===== config.mk =====
export PLATFORM = sky130hd
export DESIGN_NAME = aes_out_serializer
export DESIGN_NICKNAME = d
export VERILOG_FILES = /design/src/rtl/aes_out_serializer.sv
export SDC_FILE = /design/constraint.sdc
export NUM_CORES = 1
export LEC_CHECK = 0
export ABC_AREA = 1
export BUFFER_PORTS_ARGS = -buffer_cell sky130_fd_sc_hd__clkbuf_2
export CORE_UTILIZATION = 35
export CTS_CLUSTER_SIZE = 12
export DETAILED_ROUTE_END_ITERATION = 16
export SKIP_LAST_GASP = 1
export SYNTH_ARGS = -nofsm -noshare
export SYNTH_HDL_FRONTEND = slang
export SYNTH_SLANG_ARGS = --single-unit

===== constraint.sdc =====
create_clock -name clk -period 4.81 [get_ports clk]
set_clock_uncertainty 0.1 [all_clocks]
set_input_delay 0 -clock clk [delete_from_list [all_inputs] [get_ports clk]]
set_output_delay 0 -clock clk [all_outputs]
set_load 0.02 [all_outputs]

===== src/rtl/aes_out_serializer.sv =====
// ---------------------------------------------------------------------------
// aes_out_serializer
//
// Pops FIFO_DATA_WIDTH-bit blocks from the AES output FIFO and streams each
// one as WORDS = FIFO_DATA_WIDTH/AXIS_DATA_WIDTH AXI-Stream beats, most
// significant word first. A transfer of xfer_blocks blocks is started by a
// one-cycle xfer_start pulse. m_axis_tlast marks the final beat of the whole
// transfer, and xfer_done pulses one cycle after that beat is accepted.
//
// Optional feature: define AES_OUT_BSWAP_EN to byte-reverse every beat.
// Only the data path changes; state and handshake timing are identical.
//
// Ports:
//   clk                   in   sole clock, rising edge
//   reset_n               in   asynchronous active-low reset
//   xfer_start            in   one-cycle pulse that starts a transfer
//   xfer_blocks    [31:0] in   block count, sampled on xfer_start
//   out_fifo_read_tvalid  in   output FIFO holds a block
//   out_fifo_data         in   head block of the output FIFO
//   out_fifo_read_tready  out  pop request to the output FIFO (FETCH only)
//   m_axis_tready         in   downstream ready
//   m_axis_tvalid         out  beat valid (SEND only)
//   m_axis_tdata          out  beat data
//   m_axis_tlast          out  final beat of the transfer
//   busy                  out  high outside IDLE
//   xfer_done             out  one-cycle pulse at transfer completion
// ---------------------------------------------------------------------------
module aes_out_serializer #(
    parameter int unsigned FIFO_DATA_WIDTH = 128,
    parameter int unsigned AXIS_DATA_WIDTH = 32
) (
    input  logic                       clk,
    input  logic                       reset_n,
    input  logic                       xfer_start,
    input  logic [31:0]                xfer_blocks,
    input  logic                       out_fifo_read_tvalid,
    input  logic [FIFO_DATA_WIDTH-1:0] out_fifo_data,
    output logic                       out_fifo_read_tready,
    input  logic                       m_axis_tready,
    output logic                       m_axis_tvalid,
    output logic [AXIS_DATA_WIDTH-1:0] m_axis_tdata,
    output logic                       m_axis_tlast,
    output logic                       busy,
    output logic                       xfer_done
);

    localparam int unsigned WORDS = FIFO_DATA_WIDTH / AXIS_DATA_WIDTH;
    localparam int unsigned CNT_W = (WORDS > 1) ? $clog2(WORDS) : 1;
    localparam logic [CNT_W-1:0] LAST_WORD = CNT_W'(WORDS - 1);

    typedef enum logic [1:0] {
        IDLE,
        FETCH,
        SEND
    } state_t;

    state_t                     state;
    state_t                     state_next;
    logic [31:0]                blk_remaining;
    logic [CNT_W-1:0]           word_cnt;
    logic [FIFO_DATA_WIDTH-1:0] shift_reg;
    logic [AXIS_DATA_WIDTH-1:0] head_word;
    logic                       fetch_hs;
    logic                       beat_hs;
    logic                       last_word;
    logic                       last_block;

    // ---------------------------------------------------------------------
    // State register
    // ---------------------------------------------------------------------
    always_ff @(posedge clk or negedge reset_n) begin
        if (!reset_n) begin
            state <= IDLE;
        end else begin
            state <= state_next;
        end
    end

    // ---------------------------------------------------------------------
    // Next state and state-decoded outputs
    // ---------------------------------------------------------------------
    always_comb begin
        state_next           = state;
        out_fifo_read_tready = 1'b0;
        m_axis_tvalid        = 1'b0;
        busy                 = 1'b0;

        fetch_hs   = (state == FETCH) && out_fifo_read_tvalid;
        beat_hs    = (state == SEND) && m_axis_tready;
        last_word  = (word_cnt == LAST_WORD);
        last_block = (blk_remaining == 32'd1);

        case (state)
            IDLE: begin
                // A zero-length request never leaves IDLE; the datapath
                // raises xfer_done for it instead.
                if (xfer_start && (xfer_blocks != '0)) begin
                    state_next = FETCH;
                end
            end
            FETCH: begin
                out_fifo_read_tready = 1'b1;
                busy                 = 1'b1;
                if (fetch_hs) begin
                    state_next = SEND;
                end
            end
            SEND: begin
                m_axis_tvalid = 1'b1;
                busy          = 1'b1;
                if (beat_hs && last_word) begin
                    state_next = last_block ? IDLE : FETCH;
                end
            end
            default: begin
                state_next = IDLE;
            end
        endcase

        m_axis_tlast = (state == SEND) && last_word && last_block;
    end

    // ---------------------------------------------------------------------
    // Datapath: block counter, word counter, shift register, done pulse
    // ---------------------------------------------------------------------
    always_ff @(posedge clk or negedge reset_n) begin
        if (!reset_n) begin
            blk_remaining <= '0;
            word_cnt      <= '0;
            shift_reg     <= '0;
            xfer_done     <= 1'b0;
        end else begin
            xfer_done <= 1'b0;
            case (state)
                IDLE: begin
                    if (xfer_start) begin
                        if (xfer_blocks != '0) begin
                            blk_remaining <= xfer_blocks;
                        end else begin
                            xfer_done <= 1'b1;
                        end
                    end
                end
                FETCH: begin
                    if (fetch_hs) begin
                        shift_reg <= out_fifo_data;
                        word_cnt  <= '0;
                    end
                end
                SEND: begin
                    if (beat_hs) begin
                        shift_reg <= shift_reg << AXIS_DATA_WIDTH;
                        word_cnt  <= last_word ? '0 : word_cnt + CNT_W'(1);
                        if (last_word) begin
                            if (last_block) begin
                                blk_remaining <= '0;
                                xfer_done     <= 1'b1;
                            end else begin
                                blk_remaining <= blk_remaining - 32'd1;
                            end
                        end
                    end
                end
                default: begin
                end
            endcase
        end
    end

    // ---------------------------------------------------------------------
    // Beat data: top word of the shift register, optionally byte-reversed
    // ---------------------------------------------------------------------
    assign head_word = shift_reg[FIFO_DATA_WIDTH-1 -: AXIS_DATA_WIDTH];

`ifdef AES_OUT_BSWAP_EN
    always_comb begin
        m_axis_tdata = '0;
        for (int unsigned b = 0; b < AXIS_DATA_WIDTH / 8; b++) begin
            m_axis_tdata[8*b +: 8] = head_word[AXIS_DATA_WIDTH-8-8*b +: 8];
        end
    end
`else
    always_comb begin
        m_axis_tdata = head_word;
    end
`endif

endmodule


==> results.md, run 1 <==
- Status: complete, no violations
- PortBufs: 201
- Vias in the first global route: 8363
- GRT Total Usage: 21.8%
- Number of buffers created by CTS: 17
- Main synth FF type: dfrtp_1
- Clock tree from TritonCTS: built
- Via count: 8792
- DP HPWL: 18200 um
- GRT overflow: 0
- Critical Path RT: 4.71 ns
- I/O pin count: 202
- Post CTS Setup Buffer Count: 0
- Initial antenna violation count: 1
- Root buf cell: clkbuf_16
- CTS sink cnt: 165
- Worst VDD drop: 0.435 mV
- Syn avg cell area: 7.27 um2
- Die area: 25800 um2
- Die Span Y: 161 um
- Yosys reg bits: 165
- Routed vias/inst: 4.77
- Clock latency on the worst-skew pair: 0.42 ns
- Hold-fix buffers, CTS: 164
- Crit Path Class: register to output port
- Cell depth of the worst flop-to-flop path: 11
- Worst-Margin Slew: 1.15 ns
- Hold Crit Class: input port to asynchronous set/reset pin
- CTS max path bufs: 2
- Post-CTS sizing: 0
- R2R Setup Slk: 1.82 ns
- Post-synth cell types: 26
- Final Max Tran Viols: 0
- Max frequency: 0.307 GHz
- Worst r2r src: state[0]
- Worst-path clk slew: 0.07 ns
- Number of synthesized flops with an enable pin: 0
- Power per standard cell area: 611 nW/um2
- Fraction of registers with async set/reset: 100%
- Leakage: 5.68 nW
- CTS H-tree lvls: 4
- Largest area contributor in the synthesized netlist: dfrtp_1
- Fin crit share: 67.7%
- Initial DRC Count: 712
- Gpl congestion: 0.913
- Max Cap Viol: 0
- Core Box Area: 24500 um2
- RSZ-0062 raised after global routing: false
- Warnings from Yosys: 0
- Post-layout power: 7.35 mW
- Number of routed nets with antenna violations: 0
- Synthesized area: 8810 um2
- Worst-path maximum fanout: 100
- Number of nets in the layout: 1678
- Fin. Hold Viols: 0
- Share of the synthesized area in the top cell type: 46.9%
- Final WL: 27600 um
- Largest net degree at the start of global routing: 186
- First-pass GRT wire length: 44300 um
- Cells after Synth: 1211
- Initial core utilization: 35.9%
- Rows: 57
- Seq/Total Area, Yosys: 46.9%
- Synth top area cells: dfrtp_1 (47%), nand2_1 (16%), nor2_1 (10%)
- Layout cells sized above 1: 16.3%
- FF-to-FF End: blk_remaining[17]
- Drt pass-1 iters: 5
- Arr. time, crit path: 3.16 ns
- Min cycle time layout: 3.26 ns
- Slew HR: 23.1%
- DR DRC count: 0
- Post-Route Setup TNS: 0 ns
- Routed WL per cell: 15.0 um
- Max FFs per register: 128
- CP Capture Type: output port
- Startpoint Class: register
- Area Growth Syn to Fin: 36.4%
- Count of final setup violators: 0
- Die Width: 161 um
- Synthesized Nets: 1383
==> cells in the mapped netlist (5+ instances only) <==
cell type  number
o21bai_1        5
xnor2_1         9
clkbuf_1       37
dfrtp_1       165
ha_1            7
nand2_1       368
nand4_1        10
a31oi_1        96
o21ai_0        26
a21oi_1        11
o21ai_1        23
buf_2          26
nor3_1          5
nor2_1        246
nand3_1        58
buf_4          33
inv_1          73
==> final cells by class <==
| class | instances | area [um2] |
|---|---|---|
| Antenna cell | 1 | 2.50 |
| Clock buffer | 18 | 429 |
| Clock inverter | 14 | 140 |
| Fill cell | 2428 | 12500 |
| Inverter | 74 | 280 |
| Multi-Input combinational cell | 875 | 3900 |
| Sequential cell | 165 | 4130 |
| Tap cell | 324 | 405 |
| Timing Repair Buffer | 373 | 2730 |
==> power breakdown <==
part	internal (mW)	switching, mW
clock	0.730	0.619
sequential	2.11	0.514
combinational	1.17	2.20
==> cells by family after synthesis <==
family | Yosys count | share of synthesized area [%]
xor+xnor | 13 | 1.29
fa+ha+maj | 7 | 0.994
buf+inv | 171 | 9.06
flops | 165 | 46.9
simple gates | 692 | 30.8
compound gates | 163 | 11.0
==> per-layer routing <==
metal	up-vias	part of all wire, %	global-route usage, %
met5	-	0	0
met4	0	2.2	7.01
met3	45	4.8	3.31
met2	280	44	32.5
met1	4007	49	32.2
li1	4460	-	-
==> stage by stage <==
step                cell area (um2)  util [%]  cells  setup WS, ns  hold slack, ns
floorplan                      8810         -   1211          2.69          -0.396
global placement               9800      39.9   1647          1.91          0.0312
detailed placement             9800      39.9   1647          1.82          0.0383
CTS                           12000      49.0   1843          1.50           0.142
global route                  12000      49.0   1844          1.36           0.178
finish                        12000      49.0   1844          1.55           0.115
==> critical path, stage by stage, from the launching register on <==
cell	delay, ns
dfrtp_1	0.41
inv_1	0.14
ha_4	0.40
inv_4	0.31
buf_4	0.53
nor4_1	0.63
clkbuf_2	0.27
==> how the worst max path moves through the flow <==
stage / start / to / slack [ns] / cells past startpoint
after floorplan: state[0] / shift_reg[74] / 2.69 / 8
after global placement: state[0] / blk_remaining[22] / 1.91 / 11
after detailed placement: state[0] / blk_remaining[17] / 1.82 / 11
after CTS: state[0] / m_axis_tlast / 1.50 / 6
after global routing: state[0] / m_axis_tlast / 1.36 / 6
final: state[0] / m_axis_tlast / 1.55 / 6
==> cells in the final DEF (no fill, tap or decap), types with 5 or more instances in the layout <==
cell type,instances
a31oi_1,96
buf_4,7
nor2_1,245
ha_1,6
clkbuf_16,17
o21ai_0,26
nand3_1,58
o21ai_1,23
dfrtp_1,165
nor3_1,5
xnor2_1,9
dlygate4sd3_1,164
clkbuf_2,200
a21oi_1,11
nand4_1,10
inv_1,73
nand2_1,368
Power figures use the tool's default switching activity.
==> run 2, diff against run 1 <==
==> constraint.sdc (replaced) <==
create_clock -name clk -period 3.1 [get_ports clk]
set_clock_uncertainty 0.1 [all_clocks]
set_input_delay 0 -clock clk [delete_from_list [all_inputs] [get_ports clk]]
set_output_delay 0 -clock clk [all_outputs]
set_load 0.02 [all_outputs]
==> run 2 against run 1 <==
Via count is 0.31% lower. Combinational power is 58% higher. Clock power is 61% higher. Largest cell class unchanged. Highest routed layer unchanged.
==> results.md, run 2 (same netlist as run 1, synthesis figures left out) <==
- Final WL: 27400 um
- Initial DRC Count: 805
- # fillers: 2391
- Largest net degree at the start of global routing: 81
- CTS sink cnt: 165
- FF-to-FF End: xfer_done
- Post-Route Setup TNS: 0 ns
- Fin area: 12100 um2
- Core Box Area: 24500 um2
- Layout cells sized above 1: 16.5%
- GRT overflow: 0
- Worst-path maximum fanout: 58
- Critical path's slowest cell: dlygate4sd3_1
- Multi-input gate area: 3900 um2
- CTS max path bufs: 2
- Final Max Tran Viols: 0
- Area Growth Syn to Fin: 37.5%
- Clock latency on the worst-skew pair: 0.43 ns
- DR DRC count: 0
- Top Usage Layer GRT: met2
- CP Capture Type: register
- Worst r2r src: state[0]
- I/O pin count: 202
- Cell depth of the worst flop-to-flop path: 7
- Fin. Hold Viols: 0
- DP HPWL: 18200 um
- Commonest non-fill, non-tap cell in the layout: nand2_1
- Worst-Margin Slew: 0.900 ns
- Initial core utilization: 35.9%
- GRT Total Usage: 21.6%
- Max Cap Viol: 0
- Crit path from: state[0]
- Most frequent cells in the layout: nand2_1 (368), nor2_1 (245), clkbuf_2 (200)
- Crit Path Class: register to register
- Max FFs per register: 128
- Initial antenna violation count: 0
- Status: complete, no violations
- Grt met2 use: 31.8%
- Die area: 25800 um2
- Gpl congestion: 0.890
- Fin crit share: 89.3%
- Worst-path clk slew: 0.07 ns
- CP bufs+invs: 4
- Clock tree from TritonCTS: built
- Rows: 57
- Sequential Area: 4130 um2
- Min cycle time layout: 2.77 ns
- RSZ-0062 raised after global routing: false
- Max frequency: 0.361 GHz
- Routed WL per cell: 14.8 um
- PortBufs: 201
- Power per standard cell area: 952 nW/um2
- Slew HR: 40.0%
- Via count: 8765
- Die Span Y: 161 um
- Number of buffers created by CTS: 17
- Worst-path cell chain: inv_1 > ha_4 > buf_4 > buf_6 > nand4_1 > nand2_1 > dlygate4sd3_1
- Root buf cell: clkbuf_16
- Met3 GRT Util: 3.46%
- Startpoint Class: register
- Diode count: 0
- Worst VDD drop: 0.560 mV
- GRT met1 Usage: 31.3%
- Routed vias/inst: 4.74
- Drt pass-1 iters: 7
- Post CTS Setup Buffer Count: 0
- Number of nets in the layout: 1683
- Critical path's largest stage delay: 0.54 ns
- R2R Setup Slk: 0.33 ns
- Leakage: 5.73 nW
- Number of routed nets with antenna violations: 0
- Arr. time, crit path: 3.04 ns
- Critical Path RT: 3.37 ns
- Die Width: 161 um
- CTS H-tree lvls: 4
- Vias in the first global route: 8292
- Post-placement cell area: 9870 um2
- Delay-heaviest family, CP: buffers and inverters
- Count of final setup violators: 0
- First-pass GRT wire length: 43700 um
- Hold Crit Class: input port to asynchronous set/reset pin
-- run 2: report_power, final --
group | leakage [nW] | internal (mW) | switching (mW)
Clock | 0.293 | 1.22 | 0.950
Combinational | 3.53 | 1.89 | 3.42
Sequential | 1.91 | 3.27 | 0.790
Total | 5.73 | 6.38 | 5.16
-- run 2: cell type report --
type | instances | area share (%)
timing repair buffer | 378 | 23.2
multi-input combinational | 875 | 32.2
clock inverter | 14 | 1.39
sequential | 165 | 34.1
clock buffer | 18 | 3.54
inverter | 74 | 2.31
tap | 324 | 3.35
-- run 2: layer usage --
| layer | vias up | wire [um] |
|---|---|---|
| met5 | - | 0 |
| li1 | 4453 | - |
| met4 | 0 | 809 |
| met1 | 3980 | 13400 |
| met2 | 285 | 11900 |
| met3 | 47 | 1230 |
-- run 2: worst max path at each step --
stage | to | depth (start not counted)
after global placement | shift_reg[15] | 8
after global routing | xfer_done | 7
after detailed placement | shift_reg[116] | 8
after floorplan | shift_reg[74] | 8
final | xfer_done | 7
after CTS | xfer_done | 7
-- run 2: what timing repair did --
item | in CTS | in global routing
hold endpoints to repair | 237 | 0
hold buffers | 164 | 0
gates resized for setup | 0 | 1
setup endpoints to repair | 0 | 1
-- run 2: through the flow --
stage                     hold WS [ns]  power, mW  setup slack (ns)  util, %  instances
after CTS                       0.0987       11.6             0.109     49.4       1848
after floorplan                 -0.396       8.01             0.984        -       1211
after detailed placement       0.00818       9.21             0.551     40.2       1652
final                           0.0848       11.5             0.331     49.4       1848
after global routing             0.173       12.5             0.174     49.4       1848
after global placement          0.0116       9.08             0.582     40.2       1652
